[src/rtl/int_divider.sv]
// int_divider: multi-cycle restoring integer divider, one quotient bit per cycle.
// Signed operands are divided as magnitudes, and the signs are applied in a final
// fix-up cycle. Quotient goes to lo and remainder goes to hi. Divide-by-zero
// returns lo = all ones and hi = the raw dividend.
module int_divider #(
    parameter int W = 32
) (
    input  logic         clk,
    input  logic         reset,
    input  logic         int_exe,
    input  logic         signed_op,
    input  logic [W-1:0] dividend,
    input  logic [W-1:0] divisor,
    output logic         intdiv_ready,
    output logic [W-1:0] lo,
    output logic [W-1:0] hi,
    output logic         div_zero
);

    localparam int CW = (W > 2) ? $clog2(W) : 1;

    typedef enum logic [1:0] {
        IDLE = 2'd0,
        CALC = 2'd1,
        FIX  = 2'd2
    } state_t;

    state_t         state, state_nxt;
    logic [CW-1:0]  cnt;
    logic [W-1:0]   rem;       // partial remainder
    logic [W-1:0]   quo;       // dividend magnitude shifting out, quotient shifting in
    logic [W-1:0]   dvsr;      // divisor magnitude
    logic [W-1:0]   dvd_raw;   // original dividend bits, returned in hi on divide-by-zero
    logic           neg_q;     // quotient needs negation (operand signs differ)
    logic           neg_r;     // remainder needs negation (dividend negative)
    logic           dz;        // divisor was zero

    logic           start;
    logic [W-1:0]   dvd_mag, dvs_mag;
    logic [W:0]     shifted, trial;

    assign start = (state == IDLE) && int_exe;

    // Operand magnitudes and the restoring trial subtraction (W+1 bits wide so the
    // borrow acts as the sign). Negating MIN gives 2^(W-1) as an unsigned value.
    always_comb begin
        dvd_mag = (signed_op && dividend[W-1]) ? (~dividend + 1'b1) : dividend;
        dvs_mag = (signed_op && divisor[W-1])  ? (~divisor + 1'b1)  : divisor;
        shifted = {rem, quo[W-1]};
        trial   = shifted - {1'b0, dvsr};
    end

    // State register
    always_ff @(posedge clk) begin
        if (reset) state <= IDLE;
        else       state <= state_nxt;
    end

    // Next-state logic: W CALC cycles, then a single FIX cycle
    always_comb begin
        state_nxt = state;
        case (state)
            IDLE:    if (int_exe) state_nxt = CALC;
            CALC:    if (cnt == '0) state_nxt = FIX;
            FIX:     state_nxt = IDLE;
            default: state_nxt = IDLE;
        endcase
    end

    // Datapath: operand capture, shift/subtract iterations, and sign fix-up into lo/hi
    always_ff @(posedge clk) begin
        if (reset) begin
            cnt          <= '0;
            rem          <= '0;
            quo          <= '0;
            dvsr         <= '0;
            dvd_raw      <= '0;
            neg_q        <= 1'b0;
            neg_r        <= 1'b0;
            dz           <= 1'b0;
            intdiv_ready <= 1'b0;
            lo           <= '0;
            hi           <= '0;
            div_zero     <= 1'b0;
        end else begin
            case (state)
                IDLE: begin
                    if (start) begin
                        dvd_raw      <= dividend;
                        neg_q        <= signed_op & (dividend[W-1] ^ divisor[W-1]);
                        neg_r        <= signed_op & dividend[W-1];
                        dz           <= (divisor == '0);
                        quo          <= dvd_mag;
                        dvsr         <= dvs_mag;
                        rem          <= '0;
                        cnt          <= CW'(W - 1);
                        intdiv_ready <= 1'b1;
                    end
                end
                CALC: begin
                    if (!trial[W]) begin
                        rem <= trial[W-1:0];
                        quo <= {quo[W-2:0], 1'b1};
                    end else begin
                        rem <= shifted[W-1:0];
                        quo <= {quo[W-2:0], 1'b0};
                    end
                    if (cnt != '0) cnt <= cnt - 1'b1;
                end
                FIX: begin
                    intdiv_ready <= 1'b0;
                    if (dz) begin
                        lo       <= '1;
                        hi       <= dvd_raw;
                        div_zero <= 1'b1;
                    end else begin
                        lo       <= neg_q ? (~quo + 1'b1) : quo;
                        hi       <= neg_r ? (~rem + 1'b1) : rem;
                        div_zero <= 1'b0;
                    end
                end
                default: ;
            endcase
        end
    end

endmodule

[config.mk]
export PLATFORM = sky130hd
export DESIGN_NAME = int_divider
export DESIGN_NICKNAME = d
export VERILOG_FILES = /design/src/rtl/int_divider.sv
export SDC_FILE = /design/constraint.sdc
export NUM_CORES = 1
export LEC_CHECK = 0
export BUFFER_PORTS_ARGS = -buffer_cell sky130_fd_sc_hd__buf_2
export CAP_MARGIN = 20
export CORE_MARGIN = 2
export CORE_UTILIZATION = 50
export CTS_CLUSTER_SIZE = 40
export DETAILED_ROUTE_END_ITERATION = 10
export PLACE_DENSITY = 0.7
export SLEW_MARGIN = 20
export SYNTH_ARGS = -nofsm -noshare
export SYNTH_HDL_FRONTEND = slang
export SYNTH_SLANG_ARGS = --single-unit
[constraint.sdc]
create_clock -name clk -period 3.67 [get_ports clk]
set_input_delay 0.734 -clock clk [delete_from_list [all_inputs] [get_ports clk]]
set_output_delay 0.734 -clock clk [all_outputs]
set_load 0.05 [all_outputs]
=== Yosys cells after proc, flatten, opt, wreduce, memory -nomap -nowiden ===
Index checks and enable logic that the tools add are counted.

* Add/sub/neg operators: 6
* Bitwise logic cells: 7
* Muxes and demuxes: 21
* Equal/unequal tests: 6
* Reductions and logical operators: 14

{| class="wikitable"
|+ Operators with widths
! operator !! count
|-
| $mux 32 || 9
|-
| $add 32x1->32 const B || 4
|-
| $not 32->32 || 4
|-
| $pmux 32 s2 || 2
|-
| $sub 33x32->33 || 1
|-
| $logic_not 32->1 || 1
|-
| $mux 5 || 2
|-
| $pmux 5 s2 || 1
|-
| $ne 2x2->1 const B || 4
|-
| $reduce_and 2->1 || 4
|-
| $logic_not 5->1 || 1
|-
| $reduce_bool 5->1 || 1
|-
| $sub 5x1->5 const B || 1
|-
| $mux 2 || 2
|-
| $pmux 2 s2 || 1
|-
| $reduce_bool 2->1 || 2
|-
| $logic_and 1x1->1 || 3
|-
| $mux 1 || 3
|-
| $reduce_and 3->1 || 1
|-
| $and 1x1->1 || 2
|-
| $eq 2x1->1 const B || 1
|-
| $eq 2x2->1 const B || 1
|-
| $logic_not 2->1 || 1
|-
| $pmux 1 s2 || 1
|-
| $xor 1x1->1 || 1
|}

* Input port bits: 68
* Flip-flop bits (word level): 204
* Logic and storage cells: 67
* Output and inout port bits: 66

=== Longest topological paths before layout ===
* Depth after elaboration: 5
* Gate-level depth with buffers: 13
* Gate-level depth less buffers: 12

=== Worst setup path before layout ===
No wires, ideal clock.

* Kind: register to register
* From: register quo[31]
* To: register rem[0]
* Setup time: 0.117 ns
* Clock period less this slack: 3.203 ns
* Path slack: 0.467 ns
* Stages on the path, launching flop included: 13
* Path buffers: 1
* Arrival: 3.086 ns
* Data required time: 3.553 ns
* Cells stage by stage: dfxtp_1 > inv_1 > ha_1 > fa_1 > nand2b_1 > a211oi_1 > o2111ai_1 > a21oi_1 > a31oi_1 > o211ai_1 > clkbuf_1 > o21ai_0 > a22o_1

* Cells in the longest elaborated chain, start to end: 3

{| class="wikitable"
|+ RTL lines
! what !! line !! RTL
|-
| start: declaration || 31 || <nowiki>logic [W-1:0] quo;</nowiki>
|-
| start signal: assignment || 93 || <nowiki>quo <= dvd_mag;</nowiki>
|-
| start signal: assignment || 103 || <nowiki>quo <= {quo[W-2:0], 1'b1};</nowiki>
|-
| start signal: assignment || 106 || <nowiki>quo <= {quo[W-2:0], 1'b0};</nowiki>
|-
| $sub 33x32->33 || 50 || <nowiki>trial = shifted - {1'b0, dvsr};</nowiki>
|-
| $mux 32 * || 101 || <nowiki>if (!trial[W]) begin</nowiki>
|-
| $pmux 32 s2 * || 86 || <nowiki>case (state)</nowiki>
|-
| end signal: assignment || 102 || <nowiki>rem <= trial[W-1:0];</nowiki>
|-
| end signal: assignment || 105 || <nowiki>rem <= shifted[W-1:0];</nowiki>
|-
| end: declaration || 30 || <nowiki>logic [W-1:0] rem;</nowiki>
|}

Mark *: on every way between the ends. The rest lies on a longest branch, timed or not.
A chain may end at the register's enable or synchronous reset.

=== Final worst setup path ===
* From: register quo[31]
* To: register quo[0]

* Cells in the longest elaborated chain, start to end: 3

{| class="wikitable"
|+ RTL lines
! what !! line
|-
| $sub 33x32->33 || 50
|-
| $mux 1 || 101
|-
| $pmux 32 s2 || 86
|}

Every way passes these cells.

==> results.md <==
* Global route overflow at 0
* Share of layout cells above drive strength 1 at 12.2%
* First-pass GRT wire length at 54800 um
* Min-delay src: hi[25]$_SDFFE_PP0P_
* Vias in the first global route at 10700
* Hold WC Path Type: reg2reg
* Max Clock Freq at approximately 300 MHz
* Power per Cell Area at between 400 and 500 nW/um^2
* Reg2reg path depth at 13
* Worst flop-to-flop path endpoint: quo[0]$_SDFFE_PP0P_
* RSZ-0062 raised after global routing: no
* Io pins at about 130
* I/O Buffers at 133
* Worst setup path class: reg2reg
* WHS Endpoint: hi[25]$_SDFFE_PP0P_
* # diodes at 0
* Final hold slack at between 400 and 500 ps
* Synth Cell Area at about 12000 sq um
* Fill cell count at 2352
* Via density at 5.72
* Finished Cell Area at ~14000 sq um
* Worst Hold Depth at 2
* LEAKAGE at 5.50 nW
* Clock root buffer: clkbuf_16
* Final Hold Viols at 0
* Final setup vio count at 0
* Outcome: finished clean
* Die X at 160 um
* GRT Total Usage at roughly a quarter
* Multi-input gate area at 7350 sq um
* Async set or reset register ratio after synthesis at 0%
* Period Utilization, post-route at 91.0%
* DRT iter0 DRCs at 1017
* Critical Path Source: quo[31]$_SDFFE_PP0P_
* CTS tree: done
* Post-DRT Antenna Nets at 0
* Crit. End Element: flip-flop
* RR Startpoint: quo[31]$_SDFFE_PP0P_
* WP data arrival at 3700 ps
* CTS HTree Levels at 1
* Initial antenna violation count at 0
* Setup TNS at 0 ps
* Die H at 160 um
* Max_cap viols at 0
* Nets at 1816
* Most used DFF post-synth: dfxtp_1
* Pins Over Slew Limit at 0
* Avg Cell Area, Syn at 7.41 sq um
* Clock sink count at 204
* Worst path max stage delay at between 300 and 400 ps
* PnR worst setup slack at around 330 ps
* Seq/Total Area, Yosys at 33.6%
* Seq. cell area at 4090 sq um
* CP bufs+invs at 2
* Post-synthesis cell type count at between 60 and 70
* Post-Syn Instances at 1639
* Hpwl dp at ~25000 um
* Dpl ws at just under 200 ps
* Crit path max-delay family: compound AO/OA/AOI/OAI gates
* Clk pin slew, worst setup/hold paths at 60 ps
* Drt wl/cell at 16.6 um
* Clk buf depth at 3
* Gp weighted congestion at 0.909
* WP data required at 4030 ps
* Detailed Routing Iterations Pass 1 at 5
* WL final at 34000 um
* Inst Count DP at about 2000
* Area after DPL at 13000 sq um
* Skew final at 12.8 ps
* FF-to-FF setup slack at ~330 ps
* Synth Register Bits at ~200
* Area growth, synth to finish at 13.7%
* Crit-path cells: inv_1 -> ha_1 -> fa_1 -> nand2b_1 -> a211oi_2 -> o2111ai_1 -> a21oi_2 -> a31oi_1 -> o211ai_1 -> buf_12 -> a211oi_1 -> a21oi_1 -> nor2_1
* Worst slew pin tran at 1050 ps
* CTS Buf Count at 23
* Worst setup SP type: flip-flop
* Pin count of the biggest net entering global routing at 71
* Area of the core at 24100 sq um
* Post-route minimum period at 3340 ps
* Yosys Warn Count at 0
* EDFF count, synth at 0
* Initial Utilization at 50.4%
* Drt drc at 0
* Mapped Nets at 1746
* Rel. slew slack at 30.3%
* CP max stage cell: fa_1
* Die area at 25500 sq um
* Worst VDD drop at 0.376 mV
* Post-Layout Cell Count at 2047
* Crit path max fanout at 62
* Via Count at roughly 12000
* Skew-Pair Late Insertion Delay at 510 ps
* Core Rows at 57
-- power breakdown --
group	internal (mW)	total, mW	leakage (nW)	switching [mW]
clock network	1.49	2.41	0.383	0.915
registers	2.35	2.45	1.67	0.105
logic	0.440	1.20	3.45	0.763
total	4.28	6.06	5.50	1.78
-- area by class of cell --
class                      instances  share of cell area, %
clock inverter                     7                  0.852
tap                              324                   2.94
sequential                       204                   29.6
multi-input combinational       1239                   53.2
timing repair buffer             153                   6.11
clock buffer                      32                   4.92
inverter                          88                   2.39
-- stage by stage --
stage	power [mW]	util, %
global placement	3.67	53.9
detailed placement	3.68	53.9
floorplan	3.35	-
finish	6.06	57.3
global route	6.34	57.3
CTS	6.08	57.2
-- sequential cells by signal, summed over array words and instances (netlist names) --
name	count
quo	32
intdiv_ready	1
div_zero	1
dvsr	32
cnt	5
state	2
dz	1
hi	32
neg_q	1
lo	32
rem	32
neg_r	1
dvd_raw	32
-- worst max path at each step --
stage / to / slack (ps) / cells past startpoint
5_1_grt: rem[28]$_SDFFE_PP0P_ / 70 / 13
3_3_place_gp: quo[0]$_SDFFE_PP0P_ / 280 / 13
3_5_place_dp: quo[0]$_SDFFE_PP0P_ / 190 / 13
6_report: quo[0]$_SDFFE_PP0P_ / 330 / 13
4_1_cts: quo[0]$_SDFFE_PP0P_ / 170 / 13
2_1_floorplan: rem[0]$_SDFFE_PP0P_ / 470 / 12
-- synthesized netlist by cell type (5+ instances only) --
| cell | instances | area share [%] |
|---|---|---|
| buf_1 | 5 | 0.15 |
| nand3_1 | 17 | 0.70 |
| a21o_1 | 15 | 0.93 |
| nor3_1 | 40 | 1.6 |
| and2_1 | 7 | 0.36 |
| clkbuf_1 | 101 | 3.1 |
| o31ai_1 | 26 | 1.6 |
| a21oi_1 | 175 | 7.2 |
| a31oi_1 | 9 | 0.46 |
| xnor2_1 | 76 | 5.5 |
| nand2_1 | 249 | 7.7 |
| a221oi_1 | 30 | 2.2 |
| nand4_1 | 11 | 0.57 |
| ha_1 | 38 | 3.9 |
| or3_1 | 14 | 0.72 |
| xor2_1 | 69 | 5.0 |
| nor4_1 | 10 | 0.52 |
| mux2i_1 | 7 | 0.58 |
| o41ai_1 | 15 | 1.1 |
| o21a_1 | 5 | 0.31 |
| o21ai_0 | 119 | 4.9 |
| nor2b_1 | 6 | 0.31 |
| or4_1 | 8 | 0.49 |
| inv_1 | 88 | 2.7 |
| dfxtp_1 | 204 | 34 |
| a211oi_1 | 62 | 3.8 |
| and3_1 | 5 | 0.26 |
| nor2_1 | 162 | 5.0 |
| nand2b_1 | 12 | 0.62 |
-- per-layer routing --
metal  vias up  wire (um)  track usage (%)
met4         0        811             7.13
met1      5453      15500             35.9
met2       362      15600             43.0
met3        48       2070             2.83
li1       5852          -                -
met5         -          0                0
-- cells by family after synthesis --
family	Yosys count	share of synthesized area, %
xor+xnor	145	10.5
buf+inv	196	6.13
mux	7	0.577
flops	204	33.6
fa+ha+maj	39	4.08
simple gates	555	20.0
compound gates	493	25.1
-- worst min-delay path, cell delays in order (launching register included) --
cell and delay [ps]:
dfxtp_1 300, nand2_1 50, a21oi_1 50
-- cells in the final DEF, fill, tap and decap left out, types with 5 or more instances in the layout --
cell type  instances
buf_2            132
o41ai_1           15
nand2b_1          12
buf_4             19
a31oi_1            9
a211oi_1          61
nor3_1            40
or4_1              8
and3_1             5
nor2b_1            5
mux2i_1            7
nand4_1           11
xnor2_1           76
clkbuf_16         23
ha_1              38
inv_1             88
o31ai_1           26
o21a_1             5
and2_1             6
a21o_1            15
dfxtp_1          203
o21ai_0          119
or3_1             14
clkbuf_8           7
nand3_1           17
xor2_1            69
a221oi_1          30
a21oi_1          174
nand2_1          249
nor4_1            10
nor2_1           161
-- what timing repair did --
| item | 4_1_cts | 5_1_grt |
|---|---|---|
| hold buffers | 0 | 0 |
| endpoints found under the setup margin | 0 | 33 |
| buffers inserted | 0 | 0 |
| gates resized for setup | 0 | 2 |
Note: power is estimated with default switching activity, not from simulation.
